--- src/rtl/uart_pkg.sv ---
// Shared UART definitions: transmitter state encodings and line/baud constants.
package uart_pkg;

    typedef enum logic [2:0] {
        ST_TX_IDLE   = 3'd0,
        ST_TX_START  = 3'd1,
        ST_TX_DATA   = 3'd2,
        ST_TX_PARITY = 3'd3,
        ST_TX_STOP   = 3'd4
    } tx_state_t;

    localparam logic UART_IDLE_LEVEL = 1'b1;
    localparam int   UART_DIV_115200 = 434;

endpackage

--- src/rtl/uart_baud_gen.sv ---
// Bit-period timer: counts clk_50 cycles per UART bit and pulses bit_end on the last one.
module uart_baud_gen #(
    parameter int BAUD_DIV = 434
) (
    input  logic clk_50,
    input  logic reset,
    input  logic restart,
    input  logic run,
    output logic bit_end
);
    localparam int               CNT_W    = $clog2(BAUD_DIV);
    localparam logic [CNT_W-1:0] CNT_LAST = CNT_W'(BAUD_DIV - 1);

    logic [CNT_W-1:0] baud_cnt;

    assign bit_end = run && (baud_cnt == CNT_LAST);

    // Held at zero while idle so a restart always begins a full bit period.
    always_ff @(posedge clk_50 or posedge reset) begin
        if (reset) begin
            baud_cnt <= '0;
        end else if (restart || !run || bit_end) begin
            baud_cnt <= '0;
        end else begin
            baud_cnt <= baud_cnt + 1'b1;
        end
    end

endmodule

--- src/rtl/uart_tx_param.sv ---
// Parametrised UART transmitter with valid/ready byte input and back-to-back framing.
// Optional parity bit enabled by defining UART_TX_PARITY_EN.
//
//   state        | meaning
//   ST_TX_IDLE   | line high, ready for a word
//   ST_TX_START  | start bit (low)
//   ST_TX_DATA   | data bits, LSB first
//   ST_TX_PARITY | parity bit (UART_TX_PARITY_EN builds only)
//   ST_TX_STOP   | stop bit(s) (high); last bit_end may accept the next word
module uart_tx_param
    import uart_pkg::*;
#(
    parameter int BAUD_DIV   = UART_DIV_115200,
    parameter int DATA_BITS  = 8,
    parameter int STOP_BITS  = 1,
    parameter int PARITY_ODD = 0
) (
    input  logic                 clk_50,
    input  logic                 reset,
    input  logic [DATA_BITS-1:0] tx_data,
    input  logic                 tx_valid,
    output logic                 tx_ready,
    output logic                 uart_txd,
    output logic                 busy,
    output logic [15:0]          frame_count
);
    localparam int               IDX_W     = $clog2(DATA_BITS);
    localparam logic [IDX_W-1:0] LAST_DATA = IDX_W'(DATA_BITS - 1);
    localparam logic             LAST_STOP = 1'(STOP_BITS - 1);

    tx_state_t            state;
    logic [DATA_BITS-1:0] shift_reg;
    logic [IDX_W-1:0]     bit_idx;
    logic                 stop_idx;
    logic                 bit_end;
    logic                 frame_done;
    logic                 accept;
`ifdef UART_TX_PARITY_EN
    logic                 parity_bit;
`endif

    assign frame_done = (state == ST_TX_STOP) && (stop_idx == LAST_STOP) && bit_end;
    assign tx_ready   = !reset && ((state == ST_TX_IDLE) || frame_done);
    assign accept     = tx_valid && tx_ready;

    uart_baud_gen #(
        .BAUD_DIV (BAUD_DIV)
    ) u_baud_gen (
        .clk_50  (clk_50),
        .reset   (reset),
        .restart (accept),
        .run     (state != ST_TX_IDLE),
        .bit_end (bit_end)
    );

    always_ff @(posedge clk_50 or posedge reset) begin
        if (reset) begin
            state       <= ST_TX_IDLE;
            uart_txd    <= UART_IDLE_LEVEL;
            busy        <= 1'b0;
            frame_count <= 16'd0;
            shift_reg   <= '0;
            bit_idx     <= '0;
            stop_idx    <= 1'b0;
`ifdef UART_TX_PARITY_EN
            parity_bit  <= 1'b0;
`endif
        end else begin
            if (frame_done) begin
                frame_count <= frame_count + 16'd1;
            end
            // An accept on the last stop bit overrides the return to IDLE.
            if (accept) begin
                state      <= ST_TX_START;
                uart_txd   <= ~UART_IDLE_LEVEL;
                busy       <= 1'b1;
                shift_reg  <= tx_data;
`ifdef UART_TX_PARITY_EN
                parity_bit <= (^tx_data) ^ 1'(PARITY_ODD);
`endif
            end else if (bit_end) begin
                case (state)
                    ST_TX_START: begin
                        state     <= ST_TX_DATA;
                        uart_txd  <= shift_reg[0];
                        shift_reg <= shift_reg >> 1;
                        bit_idx   <= '0;
                    end
                    ST_TX_DATA: begin
                        if (bit_idx == LAST_DATA) begin
`ifdef UART_TX_PARITY_EN
                            state    <= ST_TX_PARITY;
                            uart_txd <= parity_bit;
`else
                            state    <= ST_TX_STOP;
                            uart_txd <= UART_IDLE_LEVEL;
                            stop_idx <= 1'b0;
`endif
                        end else begin
                            bit_idx   <= bit_idx + 1'b1;
                            uart_txd  <= shift_reg[0];
                            shift_reg <= shift_reg >> 1;
                        end
                    end
`ifdef UART_TX_PARITY_EN
                    ST_TX_PARITY: begin
                        state    <= ST_TX_STOP;
                        uart_txd <= UART_IDLE_LEVEL;
                        stop_idx <= 1'b0;
                    end
`endif
                    ST_TX_STOP: begin
                        if (stop_idx == LAST_STOP) begin
                            state    <= ST_TX_IDLE;
                            uart_txd <= UART_IDLE_LEVEL;
                            busy     <= 1'b0;
                        end else begin
                            stop_idx <= stop_idx + 1'b1;
                        end
                    end
                    default: begin
                        state    <= ST_TX_IDLE;
                        uart_txd <= UART_IDLE_LEVEL;
                        busy     <= 1'b0;
                    end
                endcase
            end
        end
    end

endmodule

--- config.mk ---
export PLATFORM = sky130hd
export DESIGN_NAME = uart_tx_param
export DESIGN_NICKNAME = d
export VERILOG_FILES = /design/src/rtl/uart_pkg.sv /design/src/rtl/uart_baud_gen.sv /design/src/rtl/uart_tx_param.sv
export SDC_FILE = /design/constraint.sdc
export NUM_CORES = 1
export LEC_CHECK = 0
export CORE_UTILIZATION = 53
export DETAILED_ROUTE_END_ITERATION = 8
export HOLD_SLACK_MARGIN = 0.12
export PLACE_DENSITY = 0.85
export SYNTH_ARGS = -nofsm -noshare
export SYNTH_HDL_FRONTEND = slang
export SYNTH_HIERARCHICAL = 1
export SYNTH_SLANG_ARGS = --single-unit
--- constraint.sdc ---
create_clock -name clk_50 -period 2.9 [get_ports clk_50]
set_clock_uncertainty 0.15 [all_clocks]
set_input_delay 0.29 -clock clk_50 [delete_from_list [all_inputs] [get_ports clk_50]]
set_output_delay 0.29 -clock clk_50 [all_outputs]
set_load 0.02 [all_outputs]
==> results summary <==
The smallest clock period supported by the final layout is computed as 2.65 ns. The critical path required time came out at 2.95 ns. The floorplan has 21 rows. The endpoint arrival time on the critical path is 2.71 ns. The maximum level of the CTS H-tree came out at 2. For the worst flop-to-flop path, the logic depth is 10. Detailed placement finished with a half-perimeter wire length of 2710 um. Setup violations remaining at the end of the flow were counted as 0. The area added between synthesis and finish is 24.1%. Global routing used 20.9% of the available tracks.

Setup repair after global routing left no endpoint under its margin. The total power after layout came out at 0.00135 W. The post-synthesis instance total is 180. The fraction of layout instances using a drive strength above 1 is 9.22%. After layout, the worst path uses 91.5% of the clock period. The most heavily used metal layer in global routing is met2. The share of async-settable or async-resettable flops after synthesis came out at 100%.

The highest attainable clock frequency is 0.377 GHz. The total length of routed wires is 3750 um. The net switching power came out at 0.000333 W. Entering global routing, the biggest net connects 33 pins. The number of synthesized flops with an enable pin came out at 0. The category of the worst setup path launch point is a flop. In the routed layout, each cell is associated on average with a via count of 5.42. The path class of the lowest-slack min-delay path is input port to asynchronous set/reset pin. The clock network latency to the later pin of the worst-skew pair came out at 0.28 ns.

In this run the critical register-to-register path is captured at frame_count[9]$_DFFE_PP0P_. The signal on the critical path passes through inv_1 > ha_1 > nand4b_2 > nor3_2 > and3_2 > nor4bb_1 > buf_4 > nand4_4 > nor3_1 > xor2_1. The switching power share of the total is 24.7%.

The vertical die dimension came out at 63.1 um. The sum of negative setup slack came out at 0 ns. The count of antenna-violating nets left after detailed routing is 0.

The clock slew seen by the registers of the worst setup and hold paths came out at 0.07 ns. The internal power is 0.00102 W. The kind of capture point of the worst setup path is a flop. The routability congestion estimate from global placement is 0.824. In this run, the combinational gates consume 13.8% of the power. The total via count after detailed routing is 1425.

The final count of pins violating max slew came out at 0. The register with the most flip-flops in the layout has 16 of them. The total power divided by cell area is 550 mW/mm^2. dfrtp_1 takes more of the synthesized area than any other cell. The average size of a mapped cell came out at 11.0 sq um. The number of antenna diodes in the final layout is 0. The worst slew margin relative to its limit came out at 64.3%. In this run the worst path has a maximum fanout of 7. The wire length of the first global-routing pass came out at 6420 um.

The cell sitting at the root of the clock tree is a clkbuf_8. The detailed-route wire length per cell is 14.2 um. The core region is 0.00344 sq mm. After synthesis the cells add up to 0.00198 sq mm.

The first-pass iteration count of the detailed router is 4. The initial DRC count is 70. After detailed routing, the number of remaining DRC violations is 0.

Registers are responsible for 51.8% of the overall power. The proportion of synthesized chip area in sequential cells came out at 52.0%. The reported max-cap violation count is 0.

The port buffer count is 29. In this run, placement finished with an instance count of 255. The synthesized netlist contains 36 unique library cells. During I/O placement, the number of pins put on the boundary was 30. The peak supply drop is 375 uV. The transition time at the pin with the least slew margin is 0.532 ns. The leakage power figure came out at 1.22 nW.

The count of buffers added by post-CTS timing repair for setup came out at 0. In the final design database the tool counted 232 nets. The clock passes through at most 2 buffers. The worst setup path is of the flop to flop kind. The die covers 0.00398 sq mm.

The top cell type's share of synthesized area is 50.7%. The met2 track utilization from global routing is 38.2%. The synthesis warning total came out at 6. TritonCTS built the clock tree.

The CTS sink count came out at 41. Across all register-to-register paths, the minimum setup slack is 0.25 ns. The width of the chip came out at 63.1 um. Sorting the synthesized cells by area gives the leading types as dfrtp_1, xor2_1, a21o_1. The final count of hold timing violations came to 0. The peak per-stage delay on the critical path came out at 0.40 ns. The slowest stage of the critical path is the dfrtp_1 cell.

Global routing finished with a remaining overflow of 0. The run finished with clean final reports. The global-route met1 utilization came out at 23.0%. The initial cell density of the core came out at 57.4%. The initial antenna violation count came out at 0. Global routing used 5.43% of the available met3 tracks.

The via count of the first global-routing pass came out at 1478. The number of synthesized register bits came out at 41. The TritonCTS buffer count came out at 5. The prevailing post-synth register cell is dfrtp_1. The finished layout holds 263 standard cells, fillers aside. The part of the power in the clock network is 34.4%. The number of nets handed over by synthesis was 196.

In this run the critical register-to-register path is launched from u_baud_gen/baud_cnt[1]$_DFF_PP0_.
-- stage by stage --
step / hold WS (ns) / worst slack (ns) / util (%) / cell area, sq um
2_1_floorplan: -0.0321 / 0.432 / - / 1980
3_3_place_gp: 0.309 / 0.268 / 67.7 / 2330
3_5_place_dp: 0.311 / 0.171 / 67.7 / 2330
4_1_cts: 0.192 / 0.134 / 71.1 / 2450
5_1_grt: 0.234 / 0.0410 / 71.2 / 2450
6_report: 0.194 / 0.247 / 71.2 / 2450
-- critical path, delay by kind of cell (launching register included) --
kind / cells / cell delay (ns)
AND/OR/NAND/NOR: 6 / 1.40
flip-flops: 1 / 0.40
buffers and inverters: 2 / 0.28
XOR/XNOR: 1 / 0.19
adder cells (fa/ha/maj): 1 / 0.15
-- timing repair --
action                                  in CTS  in global routing
endpoints found under the setup margin       1                 16
gates cloned                                 0                  0
resized for setup                            1                  2
hold buffers                                 0                  0
-- cells in the mapped netlist (2+ instances only) --
cell type and count:
xor2_1 12, ha_1 5, dfrtp_1 40, nand4_1 2, nor2_1 12, and3_1 2, nand2b_1 4, xnor2_1 6
or3_1 5, nor4_1 4, a21oi_1 4, inv_1 9, nor3_1 8, a21o_1 10, nor2b_1 5, o21ai_0 6
nand2_1 13, nand3_1 6, a22o_1 8, buf_2 3
-- power by group through the flow --
| stage | registers [W] | clock network [W] | logic, W |
|---|---|---|---|
| finish | 0.000698 | 0.000464 | 0.000185 |
| global route | 0.000705 | 0.000510 | 0.000209 |
| CTS | 0.000697 | 0.000477 | 0.000190 |
| detailed placement | 0.000708 | 0 | 0.000188 |
| global placement | 0.000701 | 0 | 0.000175 |
| floorplan | 0.000695 | 0 | 0.000132 |
-- final cells by class --
| class | instances | area, sq um |
|---|---|---|
| flip-flops and latches | 41 | 1030 |
| fillers | 242 | 990 |
| multi-input cells | 127 | 906 |
| repair buffers | 32 | 312 |
| clock buffers | 7 | 86.3 |
| well taps | 46 | 57.6 |
| inverters | 9 | 33.8 |
| clock inverters | 1 | 30.0 |
-- placed cells by master, fill, tap and decap left out, drive strengths merged, types with 2 or more instances in the layout --
cell type	count
a21o	10
a21oi	4
a22o	8
and3	2
buf	3
clkbuf	7
clkdlybuf4s50	28
dfrtp	40
ha	5
inv	9
nand2	13
nand2b	4
nand3	7
nand4	3
nor2	12
nor2b	5
nor3	8
nor4	6
o21ai	7
or3	5
xnor2	6
xor2	12
-- worst max-delay path by stage --
stage,start,slack (ns),end
floorplan,state[0]$_DFFE_PP0P_,0.43,u_baud_gen/baud_cnt[7]$_DFF_PP0_
global placement,u_baud_gen/baud_cnt[1]$_DFF_PP0_,0.27,frame_count[15]$_DFFE_PP0P_
detailed placement,u_baud_gen/baud_cnt[1]$_DFF_PP0_,0.17,frame_count[9]$_DFFE_PP0P_
CTS,u_baud_gen/baud_cnt[1]$_DFF_PP0_,0.13,frame_count[9]$_DFFE_PP0P_
global route,u_baud_gen/baud_cnt[1]$_DFF_PP0_,0.04,frame_count[15]$_DFFE_PP0P_
finish,u_baud_gen/baud_cnt[1]$_DFF_PP0_,0.25,frame_count[9]$_DFFE_PP0P_
-- routing by layer --
layer	up-vias	wire length (um)
met5	-	0
met4	0	58
met3	7	77
met2	20	2010
met1	687	1600
li1	711	-
-- cell families (layout without fill, tap and decap cells) --
kind of cell               Yosys count  after routing  share of synthesized area [%]
and+or+nand+nor                     69             69                           20.6
DFF                                 41             41                           52.0
AOI/OAI and AO/OA                   34             34                           13.2
xor gates and xnor gates            18             18                           7.98
buffers and inverters               12             49                           2.47
adders and majority gates            5              5                           3.17
muxes                                1              1                          0.570
Note: power is estimated with default switching activity, not from simulation.
